==> src/rtl/regfile_write_queue.sv <==
// rtl/regfile_write_queue.sv - in-order write queue in front of the register file write port
// Optional: WQ_COALESCE_EN merges a push into the youngest entry when the index matches.
module regfile_write_queue #(
    parameter int DATAWIDTH = 32,
    parameter int DEPTH     = 4
) (
    input  logic                   clk,
    input  logic                   rst_n,
    input  logic                   flush,
    input  logic                   inValid,
    output logic                   inReady,
    input  logic [4:0]             inReg,
    input  logic [DATAWIDTH-1:0]   inData,
    output logic                   write,
    output logic [4:0]             writeReg,
    output logic [DATAWIDTH-1:0]   writeData,
    input  logic                   writeStall,
    input  logic [4:0]             queryReg1,
    input  logic [4:0]             queryReg2,
    output logic                   hit1,
    output logic                   hit2,
    output logic [DATAWIDTH-1:0]   hitData1,
    output logic [DATAWIDTH-1:0]   hitData2,
    output logic [$clog2(DEPTH):0] count
);

    localparam int AW = $clog2(DEPTH);
    localparam int CW = AW + 1;

    logic [AW-1:0]        head_q, head_d;
    logic [AW-1:0]        tail_q, tail_d;
    logic [CW-1:0]        count_q, count_d;
    logic [4:0]           reg_q  [DEPTH];
    logic [DATAWIDTH-1:0] data_q [DEPTH];

    logic          store;
    logic          coalesce;
    logic          alloc;
    logic          pop;
    logic [AW-1:0] tail_m1;
    logic [AW-1:0] slot;

    assign inReady   = (count_q < CW'(DEPTH)) && !flush;
    assign store     = inValid && inReady && (inReg != 5'd0);
    assign write     = (count_q != '0) && !writeStall;
    assign pop       = write;
    assign writeReg  = reg_q[head_q];
    assign writeData = data_q[head_q];
    assign count     = count_q;
    assign tail_m1   = tail_q - 1'b1;

`ifdef WQ_COALESCE_EN
    // The youngest entry may only absorb a push if it is not leaving this cycle.
    assign coalesce = store && (count_q != '0) && (reg_q[tail_m1] == inReg)
                      && !(pop && (count_q == CW'(1)));
`else
    assign coalesce = 1'b0;
`endif

    assign alloc = store && !coalesce;

    always_comb begin
        head_d  = head_q;
        tail_d  = tail_q;
        count_d = count_q;
        if (flush) begin
            head_d  = '0;
            tail_d  = '0;
            count_d = '0;
        end else begin
            if (pop)   head_d = head_q + 1'b1;
            if (alloc) tail_d = tail_q + 1'b1;
            if (alloc && !pop)      count_d = count_q + 1'b1;
            else if (!alloc && pop) count_d = count_q - 1'b1;
        end
    end

    always_ff @(posedge clk or negedge rst_n) begin
        if (!rst_n) begin
            head_q  <= '0;
            tail_q  <= '0;
            count_q <= '0;
        end else begin
            head_q  <= head_d;
            tail_q  <= tail_d;
            count_q <= count_d;
        end
    end

    always_ff @(posedge clk) begin
        if (alloc) begin
            reg_q[tail_q]  <= inReg;
            data_q[tail_q] <= inData;
        end else if (coalesce) begin
            data_q[tail_m1] <= inData;
        end
    end

    // Walk oldest to youngest so the last match seen is the youngest one.
    always_comb begin
        slot     = head_q;
        hit1     = 1'b0;
        hit2     = 1'b0;
        hitData1 = '0;
        hitData2 = '0;
        for (int i = 0; i < DEPTH; i++) begin
            slot = head_q + AW'(i);
            if (CW'(i) < count_q) begin
                if ((queryReg1 != 5'd0) && (reg_q[slot] == queryReg1)) begin
                    hit1     = 1'b1;
                    hitData1 = data_q[slot];
                end
                if ((queryReg2 != 5'd0) && (reg_q[slot] == queryReg2)) begin
                    hit2     = 1'b1;
                    hitData2 = data_q[slot];
                end
            end
        end
    end

endmodule

==> config.mk <==
export PLATFORM = sky130hd
export DESIGN_NAME = regfile_write_queue
export DESIGN_NICKNAME = d
export VERILOG_FILES = /design/src/rtl/regfile_write_queue.sv
export SDC_FILE = /design/constraint.sdc
export NUM_CORES = 1
export LEC_CHECK = 0
export CAP_MARGIN = 30
export CORE_UTILIZATION = 40
export CTS_CLUSTER_DIAMETER = 30
export CTS_CLUSTER_SIZE = 12
export DETAILED_ROUTE_END_ITERATION = 6
export MAX_ROUTING_LAYER = met4
export PLACE_DENSITY = 0.61
export SYNTH_ARGS = -nofsm -noshare
export SYNTH_HDL_FRONTEND = slang
export SYNTH_SLANG_ARGS = --single-unit
==> constraint.sdc <==
create_clock -name clk -period 4.6 [get_ports clk]
set_input_delay 1.38 -clock clk [delete_from_list [all_inputs] [get_ports clk]]
set_output_delay 1.38 -clock clk [all_outputs]
set_load 0.05 [all_outputs]
Yosys cells after proc, flatten, opt, wreduce, memory -nomap -nowiden
Memories as Yosys holds them, arrays and structs flattened.
Index checks and enable logic that the tools add are counted.

word-level totals
  input port bits = 52
  memories kept = 2
  RAM bits = 148
  word-level logic and storage cells = 90
  output and inout port bits = 108
  register bits after elaboration = 7

operators by class
  equality and inequality tests = 8
  mux-type cells = 41
  add/subtract/negate cells = 6
  reductions and logical operators = 25
  order comparisons = 5

memory list
  name    words  width  rd ports  clocked after Yosys merged registers in  write ports  line  RTL
  data_q  4      32     4         0                                        1            34    logic [DATAWIDTH-1:0] data_q [DEPTH];
  reg_q   4      5      4         0                                        1            33    logic [4:0] reg_q [DEPTH];

operator list
  operator                                                              count
  32-bit two-way mux                                                    16
  5-bit == test                                                         8
  1-bit two-way mux                                                     18
  5-bit nonzero test                                                    3
  1-bit logical AND                                                     14
  3-bit two-way mux                                                     3
  2-bit two-way mux                                                     4
  1-bit by 3-bit < comparator with 1-bit output (first input constant)  2
  2-bit by 3-bit < comparator with 1-bit output (first input constant)  2
  3-bit nonzero test                                                    2
  2-bit by 1-bit adder with 2-bit output (second input constant)        2
  2-bit adder (second input constant)                                   2
  1-bit zero test                                                       4
  2-bit nonzero test                                                    2
  3-bit by 1-bit adder with 3-bit output (second input constant)        1
  3-bit < comparator (second input constant)                            1
  3-bit by 1-bit subtractor with 3-bit output (second input constant)   1

Longest topological paths before layout
Gate-level depths: netlist (run 1).
An unclocked memory read counts as a cell.

  depth in word-level cells = 11
  gate-level depth with buffers = 11
  depth with buffers taken out = 7

Worst setup path after synthesis (run 1)
No wires, ideal clock.

  path type = input -> output
  start point = input queryReg1[0]
  end point = output hitData1[30]
  arrival = 4,048 ps
  required time = 3,220 ps
  buffers on the path = 3
  slack = -828 ps
  stages = 9
  cells stage by stage = clkbuf_1 nor3_1 nand2_1 o211ai_1 or2_1 clkbuf_1 clkbuf_1 a31oi_1 a221oi_1

between the ends
  word-level cells in the longest chain between the ends = 10
  elaborated cells between the ends (all ways) = 17
  those cells by class = eq/ne (4); mux (8); reduce/logical (5)

ends and longest elaborated chain
  element                                                     line  RTL
  start: declaration                                          18    input logic [4:0] queryReg1,
  5-bit == test / 5-bit nonzero test (equally long branches)  109   if ((queryReg1 != 5'd0) && (reg_q[slot] == queryReg1)) begin
  1-bit logical AND                                           109
  32-bit two-way mux                                          109
  32-bit two-way mux                                          108   if (CW'(i) < count_q) begin
  32-bit two-way mux                                          109
  32-bit two-way mux                                          108
  32-bit two-way mux                                          109
  32-bit two-way mux                                          108
  32-bit two-way mux                                          109
  32-bit two-way mux (*)                                      108
  end: declaration                                            22    output logic [DATAWIDTH-1:0] hitData1,

Mark *: on every way between the ends. The rest lies on a longest branch, timed or not.

Worst setup path after layout (run 1)
  start point = register head_q[0]
  end point = output hitData1[2]

between the ends
  word-level cells in the longest chain between the ends = 11
  elaborated cells between the ends (all ways) = 21
  those cells by class = add/sub (3); eq/ne (4); mux (8); reduce/logical (4); memory (2)

ends and longest elaborated chain
  element                                                                         line  RTL
  start: declaration                                                              30    logic [AW-1:0] head_q, head_d;
  start signal: assignment                                                        80    head_q <= '0;
  start signal: assignment                                                        84    head_q <= head_d;
  parallel branches: the longest is 10 deep, another holds memory read 4 x 5 bit  --
  32-bit two-way mux (*)                                                          108

Mark *: on every way between the ends.

==> results.toml, run 1 <==
[timing]
fin_crit_ns = 4.72
setup_viol = 65
setup_tns_ns = -4.02
setup_slack_ns = -0.119
timing.slew.headroom = 0.545
clock.fmax_mhz = 212
hold_slack_ns = 0.598
slew_violations = 0
period_share = 1.03
fin_skew_ns = 0.0127
worstMarginPinSlew_ns = 0.683
rsz0062_at_grt = "yes"
hold_viol_final = 0

[yosys]
synth-simple-area-share = 0.0995
synthAdderAreaFrac = 0.00855
yosys_register_bits = 155
yosysWarnings = 0
synth.area.top_cells = "edfxtp_1, mux4_2, a221oi_2"
synth_edf_count = 148
synth_compound_area_frac = 0.139
synth_top_cell_area_share = 0.379
seq_area_frac_synth = 0.394
synth.cell_area_um2 = 11700
synth_top_area_cell = "edfxtp_1"
synthXorXnorAreaFrac = 0.0341
synth.distinct_cells = 57
syn-num-nets = 887
synth_ff_type = "edfxtp_1"
synthMuxAreaShare = 0.279
synth_cells = 827
async_flop_share = 0.0452
avgSynthCellArea_um2 = 14.2
synth_top_family_by_area = "multiplexers"

[setup_path]
cp_slowest_cell = "mux4_2"
crit_required_ns = 3.22
cp.arrival_ns = 3.34
crit_chain = "buf_12 -> mux4_2 -> xnor2_2 -> nand4_1 -> nor4b_4 -> nor2_4 -> buf_12 -> a221oi_4 -> buf_12"
max_stage_delay_ns = 0.58
endpoint_kind = "output port"
crit_path_start_kind = "flip-flop"
cp_max_fo = 10
worst-setup-path-type = "reg -> out"
path_common_cell = "buf_12"

[cts]
cts_buffers = 17
cts_sinks = 155
htreeDepth = 4
clockBufferDepth = 2
clk_latency_ns = 0.43
cts_tree = "done"
cts_hold_buf = 0
clk_pin_slew_ns = 0.06
cts_root_buf = "clkbuf_16"

[drt]
drt-total-wl_mm = 35.7
vias = 8930
post-route-drc-count = 0
drt-initial-drc-count = 767
antenna_left = 0
via_per_inst = 6.22
drt_pass1_iterations = 5
post_drt_wl_per_cell_um = 24.9

[floorplan]
core_um2 = 28800
rows = 62
die_h_um = 173
die_w_um = 173
io_pins = 160
dieArea_um2 = 30000
start_util = 0.407

[power]
power_switching_mw = 3.25
power_frac_comb = 0.593
peakVddDrop_mv = 0.306
pwr-share-seq = 0.225
internal_power_mw = 4.68
clock_power_share = 0.183
switching_share = 0.410
total_power_mw = 7.94
p_per_area_nw_per_um2 = 457
leakage_nw = 5.39

[final_layout]
nNetsFinal = 1098
area_delta_synth_final_pct = 48.3
drive_above_1_share = 0.530
instances_no_fill = 1435
fillers = 2132
final_cell_area_um2 = 17400

[place]
placed_area_um2 = 15600
gp_congestion = 0.831
portBuffers = 159
placedCellCount = 1360
hpwl_mm = 22.8

[global_routing]
grt_pass1_vias = 8897
antenna_found_initial = 1
grt_pass1_wl_mm = 55.2
grt_overflow = 0
grt.total_usage = 0.250
grt_max_degree = 107

[worst_hold_path]
min_path_type = "reg -> reg"

[status]
violations = "negative setup slack"
status = "finished with violations"

[flow_run]
maxCapViolations = 0
[cell usage after synthesis, types with 2 or more instances]
library cell and instances:
a31oi_1 32, a21oi_1 9, nor4_1 2, o31ai_1 2, a221oi_2 49, dfrtp_1 7
xnor2_1 37, and2_1 6, o211a_1 2, buf_2 36, nor2b_1 32, nand4_1 8
a221oi_1 11, buf_4 4, mux4_1 4, a211oi_1 3, mux2_2 4, nand2_1 36
nor3b_1 30, or4_1 2, mux2i_1 6, nand3_1 3, xnor2_2 3, nor2_1 77
mux4_2 136, buf_1 5, buf_6 8, nor2_2 2, xor2_1 3, edfxtp_1 148
nand2b_1 2, inv_1 6, nor4b_4 2, ha_1 8, or2_1 2, nor3_1 10
o31ai_2 30, o21ai_0 2, clkbuf_1 38, o211ai_1 3
[cell families after synthesis]
logic type | count (synthesis)
AO/OA/AOI/OAI | 152
XOR/XNOR | 43
adder cells (fa/ha/maj) | 8
buffers and inverters | 100
flip-flops | 155
multiplexers | 150
AND/OR/NAND/NOR | 219
[power groups by stage]
stage	clock (mW)	combinational [mW]	sequential (mW)
6_report	1.45	4.70	1.78
5_1_grt	1.53	4.93	1.80
4_1_cts	1.47	4.61	1.78
3_5_place_dp	0	4.17	1.84
3_3_place_gp	0	4.15	1.83
2_1_floorplan	0	2.98	1.80
[final timing paths]
check | start | endpoint | slack [ns] | cells after the start
max | head_q[0] | hitData1[2] | -0.12 | 9
min | tail_q[0] | tail_q[0] | 0.60 | 1
max reg2reg | count[2] | data_q[3][1] | 2.49 | 4
min reg2reg | tail_q[0] | tail_q[0] | 0.60 | 1
max in group asynchronous | rst_n | head_q[1] | 3.10 | 1
min in group asynchronous | rst_n | count[2] | 1.21 | 1
[critical path, delay by kind of cell, from the launching register on]
family	cells	cell delay, ns
flip-flops	1	0.44
buffers and inverters	3	0.54
XOR/XNOR	1	0.21
AO/OA/AOI/OAI	1	0.40
multiplexers	1	0.58
AND/OR/NAND/NOR	3	0.72
[timing repair]
item                                    in CTS  in global routing
buffers inserted                            21                 16
pin swaps                                   42                 31
endpoints found under the setup margin      66                 73
gates resized for setup                    134                 42
endpoints found under the hold margin        0                  0
gates cloned                                 8                  0
[registers in the layout (all words and copies together), names as in the netlist]
name / cells
head_q: 2
tail_q: 2
count: 3
reg_q: 20
data_q: 128
[layout make-up]
type,instances,area [um^2],area share
multi-input cells,572,7810,0.450
diodes,1,2.50,0.000144
clock inverters,13,166,0.00958
repair buffers,285,3820,0.220
inverters,7,26.3,0.00151
well taps,384,480,0.0277
flip-flops and latches,155,4630,0.266
clock buffers,18,429,0.0247
[routing by layer]
layer  share of wire  global-route usage
met1            0.42               0.328
met5               0                   -
met2            0.52               0.417
met4           0.015              0.0575
met3           0.045              0.0295
[cell usage in the layout, fill, tap and decap left out, drive strengths merged, types with 2 or more instances in the layout]
cell	netlist	routed
or2	2	2
and2	6	6
nand2b	2	2
nor4	3	3
ha	8	8
a211oi	4	4
inv	6	10
edfxtp	148	148
buf	55	206
nand4	9	9
dfrtp	7	7
nand3	3	3
xor2	3	3
clkinv	1	2
nor2	79	79
mux2	4	4
a221oi	60	60
o211ai	3	3
nor3b	30	30
bufinv	0	3
nor2b	32	32
clkdlybuf4s50	0	77
nand2	36	36
nor3	10	10
o211a	2	2
mux4	140	140
clkbuf	38	19
xnor2	40	40
or4	2	2
o21ai	2	2
clkinvlp	0	5
a31oi	32	32
nor4b	2	2
o31ai	32	32
a21oi	9	9
mux2i	6	6
[metrics by stage]
step                      worst slack (ns)   util
final                               -0.119  0.603
after global routing                -0.199  0.603
after CTS                           -0.105  0.593
after detailed placement            -0.580  0.541
after global placement              -0.598  0.541
after floorplan                   -0.00808      -
Power figures use the tool's default switching activity.
==> run 2: changes to the inputs <==
--- a/config.mk
+++ b/config.mk
@@ -5,13 +5,14 @@
 export SDC_FILE = /design/constraint.sdc
 export NUM_CORES = 1
 export LEC_CHECK = 0
+export ABC_AREA = 1
 export CAP_MARGIN = 30
 export CORE_UTILIZATION = 40
 export CTS_CLUSTER_DIAMETER = 30
 export CTS_CLUSTER_SIZE = 12
 export DETAILED_ROUTE_END_ITERATION = 6
 export MAX_ROUTING_LAYER = met4
-export PLACE_DENSITY = 0.61
+export PLACE_DENSITY_LB_ADDON = 0.25
 export SYNTH_ARGS = -nofsm -noshare
 export SYNTH_HDL_FRONTEND = slang
 export SYNTH_SLANG_ARGS = --single-unit
==> constraint.sdc (replaced) <==
create_clock -name clk -period 4.5 [get_ports clk]
set_input_delay 1.35 -clock clk [delete_from_list [all_inputs] [get_ports clk]]
set_output_delay 1.35 -clock clk [all_outputs]
set_load 0.05 [all_outputs]
==> results.toml, run 2 <==
[floorplan]
start_util = 0.408
dieArea_um2 = 31000
die_h_um = 176
core_um2 = 29700
io_pins = 160
rows = 63
die_w_um = 176

[flow_run]
maxCapViolations = 0

[final_layout]
fillers = 2805
final_common_cell = "nand2_1"
instances_no_fill = 2452
final_cell_area_um2 = 16100
multi_input_comb_area_um2 = 6450
antenna_cells = 0
largest_reg_flops = 128
area_delta_synth_final_pct = 32.8
final_cell_mix = "nand2_1, nor2_1, o21ai_0"
top_register = "data_q"
drive_above_1_share = 0.147
nNetsFinal = 2109
seq_area_um2 = 4620

[worst_hold_path]
hold_path.startpoint = "tail_q[1]"
holdPathStages = 2
min_path_type = "reg -> reg"

[drt]
antenna_left = 0
post_drt_wl_per_cell_um = 17.1
via_per_inst = 5.27
vias = 12900
drt_pass1_iterations = 6
drt-total-wl_mm = 42.0
drt-initial-drc-count = 1334
post-route-drc-count = 0

[power]
p_per_area_nw_per_um2 = 565
internal_power_mw = 4.38
peakVddDrop_mv = 0.362
power_frac_comb = 0.649
power_switching_mw = 4.72
switching_share = 0.519
leakage_nw = 7.34
clock_power_share = 0.159
pwr-share-seq = 0.192

[yosys]
synth.area.top_cells = "edfxtp_1, nand2_1, o21ai_0"
synth_edf_count = 148
yosysMostFrequentCell = "nand2_1"
avgSynthCellArea_um2 = 6.43
synth.distinct_cells = 31
synth_common_cells = "nand2_1, nor2_1, o21ai_0, inv_1, edfxtp_1"
yosys_register_bits = 155
seq_area_frac_synth = 0.381
synth_top_area_cell = "edfxtp_1"
synth_top_cell_area_share = 0.366
synth_ff_type = "edfxtp_1"
synth_cells = 1889
syn-num-nets = 1949
async_flop_share = 0.0452
yosysWarnings = 0
synth.cell_area_um2 = 12100

[global_routing]
grt_pass1_wl_mm = 63.0
grt_pass1_vias = 11700
grt_max_degree = 177
grt.total_usage = 0.271
antenna_found_initial = 0
grt_overflow = 0

[place]
placed_area_um2 = 14300
gp_congestion = 0.931
portBuffers = 159
pre_cts_slack_ns = -0.326
placedCellCount = 2374
hpwl_mm = 25.6

[setup_path]
crit_required_ns = 3.15
cp_max_fo = 16
r2r-start = "count[2]"
worst_r2r_endpoint = "data_q[1][11]"
worst-setup-path-type = "in -> out"
crit_start = "queryReg2[2]"
endpoint_kind = "output port"
reg2reg_slack_ns = 2.27
cp.arrival_ns = 3.10
crit_path_start_kind = "input port"
endpoint = "hitData2[2]"
rr_worst_depth = 4

[timing]
hold_slack_ns = 0.642
worstMarginPinSlew_ns = 0.626
hold_viol_final = 0
clock.fmax_mhz = 225
period_share = 0.989
fin_crit_ns = 4.45
slew_violations = 0
timing.slew.headroom = 0.583
fin_skew_ns = 0.0116
setup_slack_ns = 0.0502
setup_viol = 0

[cts]
cts_tree = "done"
clk_pin_slew_ns = 0.07
clockBufferDepth = 2
clk_latency_ns = 0.43
cts_root_buf = "clkbuf_16"
cts_buffers = 17
htreeDepth = 4
cts_sinks = 155

[status]
status = "complete, no violations"
==> run 2: timing repair <==
action / in CTS / in global routing
pin swaps: 23 / 17
resized for setup: 146 / 37
hold buffers: 0 / 0
cloned: 11 / 7
setup endpoints to repair: 66 / 71
endpoints found under the hold margin: 0 / 0
buffers inserted: 22 / 7
==> run 2: area by class of cell <==
class | instances | share of cell area
Clock buffer | 17 | 0.0264
Clock inverter | 15 | 0.00939
Timing Repair Buffer | 265 | 0.198
Sequential cell | 155 | 0.287
Tap cell | 390 | 0.0303
Inverter | 206 | 0.0486
Multi-Input combinational cell | 1404 | 0.400
==> run 2: worst min-delay path by stage <==
stage	end	slack [ns]
global route	tail_q[1]	0.71
global placement	tail_q[1]	0.61
floorplan	tail_q[1]	0.58
finish	tail_q[1]	0.64
CTS	tail_q[1]	0.64
detailed placement	tail_q[1]	0.63
==> run 2: layer usage <==
layer / routed length (um) / up-vias / GRT usage
met5: 0 / - / -
met4: 946 / 0 / 0.0870
met3: 3570 / 77 / 0.0347
met2: 19600 / 587 / 0.444
met1: 17900 / 5856 / 0.347
li1: - / 6413 / -
==> run 2: worst max-delay path: stages <==
cell	delay [ns]
clkdlybuf4s15_1	0.21
buf_4	0.16
buf_4	0.13
xor2_1	0.17
nor2_4	0.14
buf_4	0.18
clkbuf_16	0.21
nand4_1	0.09
nand3_1	0.10
nand2_1	0.07
nand2_2	0.10
buf_8	0.15
==> run 2: power by group through the flow <==
stage	clock network [mW]	logic (mW)	registers, mW
after floorplan	0	3.49	1.80
after global placement	0	5.08	1.80
after detailed placement	0	5.12	1.80
after CTS	1.46	5.70	1.76
after global routing	1.52	6.30	1.76
final	1.45	5.91	1.75
==> run 2: cells by family (layout without fill, tap and decap cells) <==
kind of cell    Yosys count  after routing  synth area share
compound gates          282            282             0.118
xor+xnor                  6              6           0.00433
fa+ha+maj                 8              8           0.00825
buf+inv                 331            503             0.116
flops                   155            155             0.381
simple gates           1107           1108             0.373
==> run 2: per-stage QoR <==
stage | TNS (ns) | utilization | total power [mW]
floorplan | 0 | - | 5.29
global placement | -13.96 | 0.480 | 6.88
detailed placement | -15.10 | 0.480 | 6.92
CTS | 0 | 0.532 | 8.92
global route | -0.00104 | 0.542 | 9.59
finish | 0 | 0.542 | 9.10
